===== src/rtl/inst_fetch.sv =====
// Instruction fetch stage: one-outstanding-request bus master that presents
// fetched words (or address-error entries) to IF/ID and follows branch/flush redirects.
module inst_fetch (
  input  logic        clk,
  input  logic        rst_n,
  input  logic        stall,
  input  logic        flush,
  input  logic [31:0] flush_pc,
  input  logic        br_flag,
  input  logic [31:0] br_target,
  output logic        ibus_req,
  output logic [31:0] ibus_addr,
  input  logic        ibus_ready,
  input  logic        ibus_rvalid,
  input  logic [31:0] ibus_rdata,
  output logic [31:0] if_pc,
  output logic [31:0] if_pcp4,
  output logic [31:0] if_inst,
  output logic [4:0]  if_excp,
  output logic        if_valid,
  output logic        fetch_stall
);

  typedef enum logic [1:0] {S_REQ, S_WAIT, S_DISCARD, S_HOLD} state_t;

  localparam logic [31:0] RESET_PC  = 32'hBFC00000;
  localparam logic [4:0]  EXC_NONE  = 5'h00;
  localparam logic [4:0]  EXC_ADEL  = 5'h04;

  state_t      state, state_nx;
  logic [31:0] pc, pc_nx;
  logic        pending, pending_nx;
  logic [31:0] pending_target, pending_target_nx;
  logic [31:0] if_pc_nx, if_pcp4_nx, if_inst_nx;
  logic [4:0]  if_excp_nx;
  logic        if_valid_nx;
  logic        aligned;

  assign aligned     = (pc[1:0] == 2'b00);
  assign ibus_req    = rst_n && (state == S_REQ) && aligned;
  assign ibus_addr   = pc;
  assign fetch_stall = ~if_valid;

  always_ff @(posedge clk or negedge rst_n) begin
    if (!rst_n) begin
      state          <= S_REQ;
      pc             <= RESET_PC;
      pending        <= 1'b0;
      pending_target <= 32'h0;
      if_pc          <= 32'h0;
      if_pcp4        <= 32'h0;
      if_inst        <= 32'h0;
      if_excp        <= EXC_NONE;
      if_valid       <= 1'b0;
    end else begin
      state          <= state_nx;
      pc             <= pc_nx;
      pending        <= pending_nx;
      pending_target <= pending_target_nx;
      if_pc          <= if_pc_nx;
      if_pcp4        <= if_pcp4_nx;
      if_inst        <= if_inst_nx;
      if_excp        <= if_excp_nx;
      if_valid       <= if_valid_nx;
    end
  end

  always_comb begin
    state_nx          = state;
    pc_nx             = pc;
    pending_nx        = pending;
    pending_target_nx = pending_target;
    if_pc_nx          = if_pc;
    if_pcp4_nx        = if_pcp4;
    if_inst_nx        = if_inst;
    if_excp_nx        = if_excp;
    if_valid_nx       = if_valid;

    if (flush) begin
      // A flush wins over br_flag; an accepted-but-unreturned request must be drained.
      pc_nx       = flush_pc;
      pending_nx  = 1'b0;
      if_valid_nx = 1'b0;
      unique case (state)
        S_REQ:     state_nx = (aligned && ibus_ready) ? S_DISCARD : S_REQ;
        S_WAIT:    state_nx = S_DISCARD;
        S_HOLD:    state_nx = S_REQ;
        S_DISCARD: state_nx = ibus_rvalid ? S_REQ : S_DISCARD;
        default:   state_nx = S_REQ;
      endcase
    end else begin
      if (br_flag) begin
        pending_nx        = 1'b1;
        pending_target_nx = br_target;
      end
      unique case (state)
        S_REQ: begin
          if (!aligned) begin
            if_pc_nx    = pc;
            if_pcp4_nx  = pc + 32'd4;
            if_inst_nx  = 32'h0;
            if_excp_nx  = EXC_ADEL;
            if_valid_nx = 1'b1;
            state_nx    = S_HOLD;
          end else if (ibus_ready) begin
            state_nx = S_WAIT;
          end
        end
        S_WAIT: begin
          if (ibus_rvalid) begin
            if_pc_nx    = pc;
            if_pcp4_nx  = pc + 32'd4;
            if_inst_nx  = ibus_rdata;
            if_excp_nx  = EXC_NONE;
            if_valid_nx = 1'b1;
            state_nx    = S_HOLD;
          end
        end
        S_HOLD: begin
          if (!stall) begin
            if_valid_nx = 1'b0;
            state_nx    = S_REQ;
            // A branch arriving while its delay slot is being accepted redirects right away.
            if (br_flag) begin
              pc_nx      = br_target;
              pending_nx = 1'b0;
            end else if (pending) begin
              pc_nx      = pending_target;
              pending_nx = 1'b0;
            end else begin
              pc_nx = pc + 32'd4;
            end
          end
        end
        S_DISCARD: begin
          if (ibus_rvalid) state_nx = S_REQ;
        end
        default: state_nx = S_REQ;
      endcase
    end
  end

endmodule

===== config.mk =====
export PLATFORM = sky130hd
export DESIGN_NAME = inst_fetch
export DESIGN_NICKNAME = d
export VERILOG_FILES = /design/src/rtl/inst_fetch.sv
export SDC_FILE = /design/constraint.sdc
export NUM_CORES = 1
export LEC_CHECK = 0
export ABC_AREA = 1
export BUFFER_PORTS_ARGS = -buffer_cell sky130_fd_sc_hd__buf_2
export CORE_MARGIN = 3
export CORE_UTILIZATION = 56
export DETAILED_ROUTE_END_ITERATION = 16
export GPL_TIMING_DRIVEN = 1
export PLACE_DENSITY = 0.86
export SYNTH_ARGS = -nofsm -noshare
export SYNTH_HDL_FRONTEND = slang
export SYNTH_SLANG_ARGS = --single-unit

===== constraint.sdc =====
create_clock -name clk -period 3.1 [get_ports clk]
set_input_delay 0 -clock clk [delete_from_list [all_inputs] [get_ports clk]]
set_output_delay 0 -clock clk [all_outputs]
set_load 0.05 [all_outputs]

==> out/summary.json <==
{
  "synth": {
    "ys_seq_elements": 163,
    "avgSynthCellArea_sq_um": 7.917,
    "yosys.cell_types.count": 33,
    "ys_seq_area_frac": 0.5267,
    "synth_warnings": 0,
    "area_of_the_mapped_netlist_sq_um": 7766,
    "number_of_instances_in_the_synthesized_netlist": 981
  },
  "pwr": {
    "design_power_total_mw": 11.40,
    "vdd.ir_drop.worst_mv": 0.5649,
    "power_leakage_nw": 5.523,
    "power_density_nw_per_um2": 1104
  },
  "route": {
    "count_of_nets_left_with_antenna_violations_after_detail_routing": 0,
    "drt_first_iter_violations": 742,
    "vias_per_cell": 5.287,
    "routed_wirelength_um": 23690,
    "met1Wirelength_um": 10040,
    "wl_per_cell_um": 16.24,
    "route.met2.wl_um": 10900,
    "detail_route.drc_violations": 0,
    "top_signal_layer_used": "met4",
    "firstDrtPassIters": 5,
    "met3RoutedLength_um": 2211,
    "detailroute.via_count": 7714
  },
  "die": {
    "die_h_um": 123.8,
    "design.portCount": 239,
    "total_die_area_sq_um": 15320,
    "core-area_sq_um": 13400,
    "floorplan.initialDensity": 0.5796,
    "chipWidth_um": 123.8,
    "std_cell_rows": 42
  },
  "grt": {
    "grt_overflow": 0,
    "maximum_number_of_pins_on_one_net_before_global_route_repair": 84,
    "grt_pass1_wl_um": 36560,
    "grt_pass1_vias": 7387,
    "antenna_violations_before_repair": 0,
    "grt_util_all_layers": 0.3080
  },
  "clocking": {
    "path_clk_slew_ns": 0.06,
    "tritoncts": "built",
    "cts_resized": 0,
    "h_tree_levels": 4,
    "clock_buffer_count_from_cts": 17,
    "ctsLongestPathBuffers": 2,
    "clock_sinks": 163,
    "cts.root.buffer_cell": "sky130_fd_sc_hd__clkbuf_16",
    "clk-insertion-delay-late_ns": 0.42
  },
  "placed_design": {
    "hpwl_um": 15670,
    "place.gp.congestion": 0.9304,
    "io_buffer_count": 234
  },
  "worst_setup_path": {
    "biggest_cell_delay_along_the_critical_path_ns": 0.50,
    "timing.critical_path.required_ns": 3.39,
    "worst_setup_path_end_kind": "flip-flop",
    "crit_chain": "nor2_2 -> nand2_2 -> nor2_4 -> clkinv_2 -> buf_12 -> nand2_1 -> o21ai_0",
    "cp_num_buf_inv": 2,
    "worst_path_max_delay_cell": "sky130_fd_sc_hd__clkinv_2",
    "critPathLaunchType": "flip-flop",
    "critical_path_arrival_ns": 2.44,
    "timing_worst_setup_path_type": "flip-flop to flip-flop",
    "reg2reg_setup_slack_ns": 0.94,
    "r2r_start": "state[1]$_DFFE_PN0P_",
    "worst_path_dominant_cell_family": "buffers and inverters",
    "worst_setup_path_startpoint": "state[1]$_DFFE_PN0P_",
    "maximum_fanout_along_the_worst_path": 71
  },
  "finish": {
    "diodes": 0,
    "final.fill_count": 919,
    "mostFrequentLayoutCells": "sky130_fd_sc_hd__nand2_1, sky130_fd_sc_hd__buf_2, sky130_fd_sc_hd__dfrtp_1",
    "area_delta_synth_final_pct": 32.95,
    "layout.nets": 1375,
    "layout.cells.most_common": "sky130_fd_sc_hd__nand2_1",
    "layout-drive-gt1-share": 0.2292
  },
  "sta": {
    "setup_repair_after_global_routing_missed_its_margin": "no",
    "worst_slew_slack_as_a_fraction_of_its_limit": 0.4953,
    "final_min_period_over_clock_period": 0.6954,
    "fin_skew_ns": 0.009659,
    "finalSetupTns_ns": 0,
    "final_hold_viol_count": 0,
    "finalHoldWorstSlack_ns": 0.01589,
    "achievable-frequency_mhz": 463.9,
    "setup_viol": 0,
    "worst-slew-pin-transition_ns": 0.7571,
    "drv_slew": 0,
    "min_period_ns": 2.156
  },
  "hold_path": {
    "min-delay-path-class": "primary input to flip-flop",
    "min-delay-start": "flush_pc[30]"
  },
  "outcome": {
    "status": "finished clean"
  },
  "job": {
    "maxCapViolations": 0
  }
}
-- worst min-delay path, stage by stage --
cell	delay (ns)
sky130_fd_sc_hd__buf_2	0.08
sky130_fd_sc_hd__nand2_1	0.04
sky130_fd_sc_hd__o21ai_0	0.08
sky130_fd_sc_hd__a211oi_1	0.06
sky130_fd_sc_hd__a21oi_1	0.14
-- final cells by class --
cell class,instances,area (sq um),area share
tap,176,220.2,0.02133
timing repair buffer,323,2071,0.2006
multi-input combinational,693,3129,0.3031
clock buffer,24,451.7,0.04375
clock inverter,7,87.58,0.008483
sequential,163,4090,0.3961
inverter,73,275.3,0.02666
-- routing by layer --
| metal | track usage | vias up |
|---|---|---|
| li1 | - | 3699 |
| met3 | 0.07448 | 40 |
| met4 | 0.1059 | 0 |
| met2 | 0.4846 | 382 |
| met1 | 0.4209 | 3593 |
| met5 | 0 | - |
-- Yosys cell counts, drive strengths merged --
library cell,count,share of area
nand2,383,0.19
dfrtp,154,0.50
o21ai,80,0.052
inv,73,0.035
nor2,72,0.040
nand3,63,0.041
buf,33,0.026
a21oi,28,0.018
a211oi,24,0.023
clkbuf,22,0.011
xor2,13,0.015
a22oi,10,0.0097
dfstp,9,0.030
a221oi,4,0.0045
a41oi,2,0.0023
and2,2,0.0016
nor3,2,0.0013
conb,1,0.00048
ha,1,0.0016
nand3b,1,0.00097
nand4,1,0.00081
nor3b,1,0.00097
o21a,1,0.00097
xnor2,1,0.0011
-- registers in the layout, indices dropped and copies added (netlist names) --
signal and cells:
if_pc 32, if_valid 1, if_excp 1, if_inst 32, if_pcp4 30, pending_target 32
ibus_addr 32, pending 1, state 2
-- cell families (layout without fill, tap and decap cells) --
kind of cell | count (synthesis) | count (layout) | synth area share
compound gates | 149 | 149 | 0.1107
xor+xnor | 14 | 14 | 0.01579
fa+ha+maj | 1 | 1 | 0.001611
buf+inv | 128 | 427 | 0.07250
flops | 163 | 163 | 0.5267
other cells | 1 | 4 | 0.0004829
simple gates | 525 | 525 | 0.2723
-- report_power, final --
group          switching [mW]  total, mW  internal (mW)
sequential              0.648       3.62           2.98
combinational            4.54       5.82           1.28
clock                   0.782       1.96           1.18
total                    5.97       11.4           5.43
-- worst paths after layout --
| kind | to | depth (start not counted) |
|---|---|---|
| max | if_pc[20]$_DFFE_PN0P_ | 7 |
| min | ibus_addr[30]$_DFFE_PN0P_ | 5 |
| max reg2reg | if_pc[20]$_DFFE_PN0P_ | 7 |
| min reg2reg | if_pcp4[3]$_DFFE_PN0P_ | 2 |
| max in group asynchronous | ibus_addr[28]$_DFFE_PN1P_ | 3 |
| min in group asynchronous | if_inst[1]$_DFFE_PN0P_ | 2 |
-- what timing repair did --
item,4_1_cts,5_1_grt
endpoints found under the hold margin,153,0
setup endpoints to repair,0,0
setup buffers,0,0
hold buffers,80,0
-- stage by stage --
step | util | area (sq um) | worst slack, ns | std cells
after detailed placement | 0.6705 | 8985 | 0.9868 | 1348
final | 0.7705 | 10320 | 0.9444 | 1459
after floorplan | - | 7777 | 1.253 | 984
after CTS | 0.7705 | 10320 | 0.9881 | 1459
after global placement | 0.6705 | 8985 | 1.049 | 1348
after global routing | 0.7705 | 10320 | 0.7794 | 1459
Power figures use the tool's default switching activity.
